`config.mk`:
```
export PLATFORM = sky130hd
export DESIGN_NAME = timer_apb_regs
export DESIGN_NICKNAME = d
export VERILOG_FILES = /design/src/rtl/timer_pkg.sv /design/src/rtl/apb_slave_fsm.sv /design/src/rtl/timer_apb_regs.sv
export SDC_FILE = /design/constraint.sdc
export NUM_CORES = 1
export LEC_CHECK = 0
export CAP_MARGIN = 20
export CORE_MARGIN = 8
export CORE_UTILIZATION = 46
export CTS_BUF_LIST = sky130_fd_sc_hd__clkbuf_8
export CTS_CLUSTER_DIAMETER = 80
export DETAILED_ROUTE_END_ITERATION = 8
export PLACE_DENSITY_LB_ADDON = 0.1
export SYNTH_ARGS = -nofsm -noshare
export SYNTH_HDL_FRONTEND = slang
export SYNTH_SLANG_ARGS = --single-unit
```
`constraint.sdc`:
```
create_clock -name PCLK -period 5.74 [get_ports PCLK]
set_input_delay 1.435 -clock PCLK [delete_from_list [all_inputs] [get_ports PCLK]]
set_output_delay 1.435 -clock PCLK [all_outputs]
set_load 0.01 [all_outputs]
```
`src/rtl/timer_pkg.sv`:
```
// Shared definitions for the timer APB register block: register map, control/status
// bit positions and the APB slave state encoding.
package timer_pkg;

    localparam logic [1:0] ADDR_TDR  = 2'd0;
    localparam logic [1:0] ADDR_TCR  = 2'd1;
    localparam logic [1:0] ADDR_TSR  = 2'd2;
    localparam logic [1:0] ADDR_TCNT = 2'd3;

    localparam int TCR_LOAD = 7;
    localparam int TCR_DOWN = 5;
    localparam int TCR_EN   = 4;

    localparam int TSR_OVF  = 0;
    localparam int TSR_UNDF = 1;

    typedef enum logic [1:0] {
        IDLE   = 2'd0,
        SETUP  = 2'd1,
        ACCESS = 2'd2
    } apb_state_e;

endpackage

```
`src/rtl/apb_slave_fsm.sv`:
```
// APB3 transfer sequencer: tracks IDLE/SETUP/ACCESS, inserts WAIT_CYCLES wait states
// and produces a registered PREADY plus the one-cycle read/write strobes.
//
// state  | meaning
// IDLE   | no transfer in progress
// SETUP  | setup phase seen, expecting PENABLE=1
// ACCESS | access phase, counting wait states until PREADY
module apb_slave_fsm
    import timer_pkg::*;
#(
    parameter int WAIT_CYCLES = 1,
    parameter int ADDR_W      = 8
) (
    input  logic              PCLK,
    input  logic              RST_n,
    input  logic              PSEL,
    input  logic              PENABLE,
    input  logic              PWRITE,
    input  logic [ADDR_W-3:0] paddr_hi,
    output logic              PREADY,
    output logic              wr_en,
    output logic              rd_en,
    output logic              addr_err
);

    localparam logic [2:0] WAIT_LIM = 3'(WAIT_CYCLES);

    apb_state_e state_q, state_d;
    logic [2:0] cnt_q, cnt_d;
    logic       ready_q, ready_d;

    always_comb begin
        state_d = state_q;
        cnt_d   = cnt_q;
        ready_d = 1'b0;
        case (state_q)
            IDLE: begin
                if (PSEL && !PENABLE) state_d = SETUP;
            end
            SETUP: begin
                if (PSEL && PENABLE) begin
                    state_d = ACCESS;
                    cnt_d   = 3'd0;
                    ready_d = (WAIT_LIM == 3'd0);
                end else begin
                    state_d = IDLE;
                end
            end
            ACCESS: begin
                if (!PSEL) begin
                    state_d = IDLE;
                    cnt_d   = 3'd0;
                end else if (ready_q) begin
                    cnt_d   = 3'd0;
                    state_d = (!PENABLE) ? SETUP : IDLE;
                end else begin
                    cnt_d   = cnt_q + 3'd1;
                    ready_d = ((cnt_q + 3'd1) == WAIT_LIM);
                end
            end
            default: begin
                state_d = IDLE;
                cnt_d   = 3'd0;
            end
        endcase
    end

    always_ff @(posedge PCLK or negedge RST_n) begin
        if (!RST_n) begin
            state_q <= IDLE;
            cnt_q   <= 3'd0;
            ready_q <= 1'b0;
        end else begin
            state_q <= state_d;
            cnt_q   <= cnt_d;
            ready_q <= ready_d;
        end
    end

    // A PSEL drop during the ready cycle must not produce a strobe.
    assign PREADY   = ready_q && PSEL;
    assign wr_en    = PREADY && PWRITE;
    assign rd_en    = PREADY && !PWRITE;
    assign addr_err = |paddr_hi;

endmodule

```
`src/rtl/timer_apb_regs.sv`:
```
// APB3 register file for the 8-bit timer: TDR/TCR drive lines, sticky W1C event flags
// in TSR and read-only access to the live counter value.
module timer_apb_regs
    import timer_pkg::*;
#(
    parameter int WAIT_CYCLES = 1,
    parameter int ADDR_W      = 8
) (
    input  logic              PCLK,
    input  logic              RST_n,
    input  logic              PSEL,
    input  logic              PENABLE,
    input  logic              PWRITE,
    input  logic [ADDR_W-1:0] PADDR,
    input  logic [7:0]        PWDATA,
    output logic [7:0]        PRDATA,
    output logic              PREADY,
    output logic              PSLVERR,
    input  logic [7:0]        tcnt_val,
    input  logic              over_flow,
    input  logic              under_flow,
    output logic [7:0]        TDR,
    output logic [7:0]        TCR,
    output logic [1:0]        Clk_SEL
);

    logic       wr_en, rd_en, addr_err;
    logic [1:0] reg_sel;
    logic       ro_err;
    logic [7:0] tdr_q, tdr_d;
    logic [7:0] tcr_q, tcr_d;
    logic [1:0] tsr_q, tsr_d;

    apb_slave_fsm #(
        .WAIT_CYCLES(WAIT_CYCLES),
        .ADDR_W     (ADDR_W)
    ) u_fsm (
        .PCLK    (PCLK),
        .RST_n   (RST_n),
        .PSEL    (PSEL),
        .PENABLE (PENABLE),
        .PWRITE  (PWRITE),
        .paddr_hi(PADDR[ADDR_W-1:2]),
        .PREADY  (PREADY),
        .wr_en   (wr_en),
        .rd_en   (rd_en),
        .addr_err(addr_err)
    );

    assign reg_sel = PADDR[1:0];
    assign ro_err  = PWRITE && (reg_sel == ADDR_TCNT);
    assign PSLVERR = PREADY && (addr_err || ro_err);

    always_comb begin
        tdr_d  = tdr_q;
        tcr_d  = tcr_q;
        tsr_d  = tsr_q;
        PRDATA = 8'h00;
        if (wr_en && !addr_err) begin
            case (reg_sel)
                ADDR_TDR: tdr_d = PWDATA;
                ADDR_TCR: tcr_d = PWDATA;
                ADDR_TSR: tsr_d = tsr_q & ~PWDATA[1:0];
                default:  ;
            endcase
        end
        // Events are applied after the clear so a coincident event keeps its flag set.
        if (over_flow)  tsr_d[TSR_OVF]  = 1'b1;
        if (under_flow) tsr_d[TSR_UNDF] = 1'b1;
        if (rd_en && !addr_err) begin
            case (reg_sel)
                ADDR_TDR:  PRDATA = tdr_q;
                ADDR_TCR:  PRDATA = tcr_q;
                ADDR_TSR:  PRDATA = {6'b0, tsr_q};
                ADDR_TCNT: PRDATA = tcnt_val;
                default:   PRDATA = 8'h00;
            endcase
        end
    end

    always_ff @(posedge PCLK or negedge RST_n) begin
        if (!RST_n) begin
            tdr_q <= 8'h00;
            tcr_q <= 8'h00;
            tsr_q <= 2'b00;
        end else begin
            tdr_q <= tdr_d;
            tcr_q <= tcr_d;
            tsr_q <= tsr_d;
        end
    end

    assign TDR     = tdr_q;
    assign TCR     = tcr_q;
    assign Clk_SEL = tcr_q[1:0];

endmodule

```
==> results of run 1 <==
-- worst max-delay path by stage --
stage / startpoint / endpoint / depth (start not counted)
floorplan: PADDR[3] / PRDATA[0] / 4
global placement: PADDR[3] / PRDATA[7] / 6
detailed placement: PADDR[2] / PRDATA[4] / 6
CTS: PADDR[2] / PRDATA[4] / 6
global route: PADDR[2] / PRDATA[0] / 6
finish: PADDR[3] / PRDATA[4] / 6
-- metrics by stage --
step,worst slack (ns),area (um^2),power (uW)
5_1_grt,0.555,1980,356
3_5_place_dp,0.642,1910,227
3_3_place_gp,0.662,1910,224
2_1_floorplan,1.47,1310,196
6_report,0.646,1980,338
4_1_cts,0.637,1960,342
-- per-layer routing --
layer,vias to the layer above,part of all wire
met4,0,0.0059
met3,2,0.073
li1,531,-
met1,552,0.43
met5,-,0
met2,35,0.50
-- report_power, final --
group	switching [uW]	internal (uW)	total [uW]
Combinational	20.8	28.9	49.8
Clock	52.1	61.1	113
Sequential	3.13	172	175
Total	76.1	262	338
-- cell usage after synthesis --
| master | number |
|---|---|
| dfrtp_1 | 24 |
| mux2_2 | 15 |
| nand2_1 | 9 |
| and2_1 | 8 |
| nand3_1 | 7 |
| o21ai_0 | 7 |
| mux2i_1 | 6 |
| nor2_1 | 6 |
| clkbuf_1 | 5 |
| inv_1 | 3 |
| a21oi_1 | 2 |
| buf_4 | 2 |
| ha_1 | 2 |
| mux4_2 | 2 |
| nor2b_1 | 2 |
| nor4_1 | 2 |
| nor4_4 | 2 |
| nor4bb_1 | 2 |
| a22o_1 | 1 |
| a311oi_1 | 1 |
| a31oi_1 | 1 |
| buf_2 | 1 |
| mux2_1 | 1 |
| nand2b_1 | 1 |
| nor3b_1 | 1 |
| nor4b_1 | 1 |
| o21a_1 | 1 |
| or2_2 | 1 |
| or3b_2 | 1 |
| or4_1 | 1 |
-- final cells by class --
type / count / area [um^2]
Fill cell: 221 / 757
Sequential cell: 24 / 601
Clock buffer: 4 / 55.1
Tap cell: 31 / 38.8
Timing Repair Buffer: 61 / 611
Inverter: 3 / 11.3
Multi-Input combinational cell: 83 / 661
-- layout by cell type, fill, tap and decap left out, types with 3 or more instances in the layout --
cell	instances
mux2_2	15
mux2i_1	6
o21ai_0	7
dfrtp_1	24
nand3_1	7
and2_1	8
clkdlybuf4s50_1	58
nand2_1	9
nor2_1	6
inv_1	3
clkbuf_8	4
-- flip-flops by register name, summed over array words and instances (netlist names) --
name	cells
TCR	8
TDR	8
tsr_q	2
u_fsm.cnt_q	3
u_fsm.ready_q	1
u_fsm.state_q	2
-- logic make-up after synthesis --
family / synth area share
muxes: 0.218
buffers and inverters: 0.0382
DFF: 0.458
AOI/OAI and AO/OA: 0.0582
adders and majority gates: 0.0191
and+or+nand+nor: 0.209
-- worst max-delay path, cell delays in order --
cell,delay [ns]
clkdlybuf4s50_1,0.39
or4_1,0.68
nor4_1,0.29
buf_4,0.20
and2_1,0.14
clkdlybuf4s50_1,0.54
==> impl_results.md, run 1 <==
- Initial antenna violation count: 0
- Peak VDD IR: 0.000140 V
- Synth Net Count: 151
- CORE AREA: 0.00273 mm^2
- Via count: 1120
- I/O Pins: 59
- Post-cts sizing count: 0
- Mapped Avg Cell Area: between 10 and 15 um^2
- Clk Latency, worst-skew pair: 0.26 ns
- Worst Path Arrival: 3.66 ns
- Cells on worst reg2reg path: 3
- Yosys cell types: 30
- Inserted Diodes: 0
- Leak: 0.000872 uW
- Die Wd: 69.4 um
- Setup TNS: 0 ns
- Met1 GRT Util: 0.181
- Final Non-Filler Cells: 206
- Met2 Usage GRT: 0.240
- Grt ovf: 0
- CTS tree: built
- Clock tree sinks: 24
- Seq/Total Area, Yosys: 0.458
- DRT iter0 DRCs: 56
- Syn-to-layout area delta: 50.8%
- DR vias/cell: around 5.4
- WL per Instance: 17.2 um
- Synthesis-stage register bit count: 24
- Warnings from Yosys: 0
- Share of cells above drive strength 1: 0.160
- Clk Tree Root Cell: clkbuf_8
- Effective utilization at floorplan: 0.480
- DRT Pass-1 Iters: 4
- Crit Reg-Reg Startpoint: u_fsm.ready_q
- Clock skew: about 0.0042 ns
- Final HPWL DP: 2.76 mm
- CP startpoint kind: input pin
- Die area: 0.00481 mm^2
- Fin nets: around 210
- Hold Buf Count CTS: 0
- # DRC: 0
- Actual slew at the worst max-slew pin: 0.817 ns
- PortBufs: 58
- Reg clk slew, reported paths: around 0.080 ns
- Req. time, crit path: 4.30 ns
- Met3 Use GR: 0.0529
- PwrDens: 171 mW/mm^2
- Total wire length: 3.55 mm
- First-pass GRT wire length: 5.96 mm
- # setup viols final: 0
- Peak Freq: between 150 and 200 MHz
- Final Hold Slack: between 0.5 and 0.6 ns
- Dpl cells: 201
- Final Max Tran Viols: 0
- Post-route minimum period: slightly above 5 ns
- Die H: between 60 and 70 um
- Hold Fails Final Rpt: 0
- H-tree lvl count: 1
- Main area contributors after synthesis: dfrtp_1, mux2_2, mux2i_1, and2_1, mux4_2
- Gpl congestion: 0.806
- Top cell type's share of synthesized area: 0.458
- Clock buffer count from CTS: 3
- Buffer count from post-CTS setup fixing: 0
- Hold Path Class: register to register
- Syn Inst Count: 118
- Slew headroom: 0.448
- Post-synthesis cell area: 0.00131 mm^2
- Internal reg-to-reg setup slack: 4.06 ns
- Vias in the first global route: 1169
- Clock tree buffer depth: 2
- Post-detailed-route count of antenna-violating nets: 0
- Final core occ: 0.723
- Status: complete, no violations
- R2R Path End: TDR[1]
- Final period utilization: 0.888
- Largest net degree at the start of global routing: 25
- Max-cap violations: 0
- Crit Path Category: input pin to output port
- Most Crowded Layer GR: met2
- Hold Path Origin: u_fsm.cnt_q[2]
- Worst hold stages: 2
- Hold Path Sink: u_fsm.cnt_q[2]
- Row count: 19
- RSZ-0062 raised after global routing: no
- Gr usage total: 0.147
- Area leader, netlist: dfrtp_1
- Kind of end point of the critical path: output port
- CP max FO: 8
Note: power is estimated with default switching activity, not from simulation.
==> run 2, diff against run 1 <==
Settings changed: CORE_UTILIZATION 46 to 45.
Clock period 5.74 ns to 6.1 ns, I/O delays scaled along.
==> run 2 against run 1 <==
Against the previous run: register-to-register slack better by 0.35 ns; sequential cell count unchanged; hold slack worse by 0.011 ns; sequential power down 6%; clock-buffer cell count unchanged; power down 5.2%; highest routed layer unchanged; worst setup slack better by 0.17 ns; largest cell class unchanged.
==> impl_results.md, run 2 (synthesis gave the netlist of run 1 again) <==
- Status: complete, no violations (unchanged)
- Crit Path Category: input pin to output port (unchanged)
- First-pass GRT wire length: 5.92 mm (was 5.96 mm)
- Die H: 70.0 um (was 69.4 um)
- Final period utilization: 0.866
- CORE AREA: 0.00276 mm^2 (was 0.00273 mm^2)
- DRT Pass-1 Iters: 4 (unchanged)
- Peak VDD IR: 0.000172 V (was 0.000140 V)
- Max-cap violations: 0 (unchanged)
- Post-detailed-route count of antenna-violating nets: 0 (unchanged)
- R2R Path End: TDR[1] (unchanged)
- Commonest non-fill, non-tap cells in the layout: clkdlybuf4s50_1, dfrtp_1, mux2_2, nand2_1, and2_1 (unchanged)
- Clock buffer count from CTS: 3 (unchanged)
- Clk Latency, worst-skew pair: 0.27 ns (was 0.26 ns)
- Clock tree buffer depth: 2 (unchanged)
- WL per Instance: 17.4 um (was 17.2 um)
- CTS tree: built (unchanged)
- Die area: 0.00490 mm^2 (was 0.00481 mm^2)
- PortBufs: 58 (unchanged)
- Leak: 0.000877 uW (was 0.000872 uW)
- Hold Path Class: register to register (unchanged)
- Gpl congestion: 0.764 (was 0.806)
- Worst hold stages: 2 (unchanged)
- Final Hold Slack: 0.502 ns (was 0.513 ns)
- Row count: 19 (unchanged)
- Vias in the first global route: 1206 (was 1169)
- Commonest non-fill, non-tap cell in the layout: clkdlybuf4s50_1 (unchanged)
- Post-route minimum period: 5.28 ns
- Share of cells above drive strength 1: 0.160 (unchanged)
- Buffers & Inverters on Critical Path: 3 (unchanged)
- I/O Pins: 59 (unchanged)
- DR vias/cell: 5.49 (was 5.44)
- Setup TNS: 0 ns (unchanged)
- CP max FO: 8 (unchanged)
- Total wire length: 3.59 mm (was 3.55 mm)
- Grt ovf: 0 (unchanged)
- Internal reg-to-reg setup slack: 4.41 ns (was 4.06 ns)
- RSZ-0062 raised after global routing: no (unchanged)
- Hold Fails Final Rpt: 0 (unchanged)
- Worst path cell trace: clkdlybuf4s50_1 -> or4_1 -> nor4_1 -> buf_4 -> and2_1 -> clkdlybuf4s50_1 (unchanged)
- Hold Buf Count CTS: 0 (unchanged)
- CP startpoint kind: input pin (unchanged)
- DRT iter0 DRCs: 61 (was 56)
- Cell mode on critical path: clkdlybuf4s50_1 (unchanged)
- Initial antenna violation count: 0 (unchanged)
- Inserted Diodes: 0 (unchanged)
- Crit path max-delay family: buffers and inverters (unchanged)
- Buffer count from post-CTS setup fixing: 0 (unchanged)
- Fin nets: 209 (unchanged)
- Via count: 1131 (was 1120)
- # setup viols final: 0 (unchanged)
- Largest net degree at the start of global routing: 25 (unchanged)
- Req. time, crit path: 4.58 ns (was 4.30 ns)
- Kind of end point of the critical path: output port (unchanged)
- PwrDens: 161 mW/mm^2 (was 171 mW/mm^2)
- Slew headroom: 0.485 (was 0.448)
- Slowest-stage cell, CP: or4_1 (unchanged)
- H-tree lvl count: 1 (unchanged)
- Actual slew at the worst max-slew pin: 0.763 ns (was 0.817 ns)
- Effective utilization at floorplan: 0.475 (was 0.480)
- Fill cells: 212 (was 221)
- Hold Path Origin: u_fsm.cnt_q[2] (unchanged)
- Hold Path Sink: u_fsm.cnt_q[2] (unchanged)
- Die Wd: 70.0 um (was 69.4 um)
- Worst path max stage delay: 0.67 ns (was 0.68 ns)
- Crit Reg-Reg Startpoint: u_fsm.ready_q (unchanged)
- Clk Tree Root Cell: clkbuf_8 (unchanged)
- Final HPWL DP: 2.76 mm (about the same)
- Worst Path Arrival: 3.76 ns (was 3.66 ns)
- Final Max Tran Viols: 0 (unchanged)
- Gr usage total: 0.145 (was 0.147)
- Syn-to-layout area delta: 51.7% (was 50.8%)
- Peak Freq: 189 MHz
- Reg clk slew, reported paths: 0.08 ns (about the same)
- # DRC: 0 (unchanged)
- Clock tree sinks: 24 (unchanged)
- Cells on worst reg2reg path: 3 (unchanged)
- Clock skew: 0.00350 ns (was 0.00419 ns)
- Post-cts sizing count: 0 (unchanged)
==> run 2: cell counts in the layout (fill, tap and decap cells not counted) <==
Identical to the previous run, type by type.
==> run 2: how the worst max path moves through the flow <==
stage,start,to,depth (start not counted)
floorplan,PADDR[3],PRDATA[0],4
global placement,PADDR[2],PRDATA[6],6
detailed placement,PADDR[2],PRDATA[1],6
CTS,PADDR[2],PRDATA[1],6
global route,PADDR[2],PRDATA[1],6
finish,PADDR[2],PRDATA[1],6
==> run 2: area by class of cell <==
| type | instances | area (um^2) | share of cell area |
|---|---|---|---|
| timing repair buffer | 61 | 623 | 0.313 |
| tap | 31 | 38.8 | 0.0195 |
| clock buffer | 4 | 55.1 | 0.0277 |
| multi-input combinational | 83 | 661 | 0.332 |
| inverter | 3 | 11.3 | 0.00566 |
| sequential | 24 | 601 | 0.302 |
==> run 2: per-layer routing <==
metal | vias to the layer above | global-route usage | wire length [um]
met2 | 41 | 0.244 | 1730
met3 | 8 | 0.0749 | 318
met5 | - | 0 | 0
li1 | 535 | - | -
met1 | 547 | 0.157 | 1480
met4 | 0 | 0.0402 | 54
==> run 2: power by group <==
group | switching (uW) | internal [uW]
logic | 19.3 | 27.8
clock network | 51.1 | 57.7
registers | 2.76 | 162
total | 73.2 | 248
==> run 2: worst reg2reg max path, cell delays in order (launching register included) <==
cell,delay (ns)
dfrtp_1,0.40
nand2_1,0.16
nor4_4,0.61
mux2_2,0.41
==> run 2: through the flow <==
step / total power [uW] / cell area, um^2 / setup WS, ns / std cells / util
final: 321 / 1990 / 0.818 / 206 / 0.721
after global routing: 333 / 1990 / 0.665 / 206 / 0.721
after CTS: 320 / 1960 / 0.788 / 205 / 0.711
after detailed placement: 213 / 1910 / 0.791 / 201 / 0.691
after global placement: 211 / 1910 / 0.823 / 201 / 0.691
after floorplan: 185 / 1310 / 1.65 / 118 / -
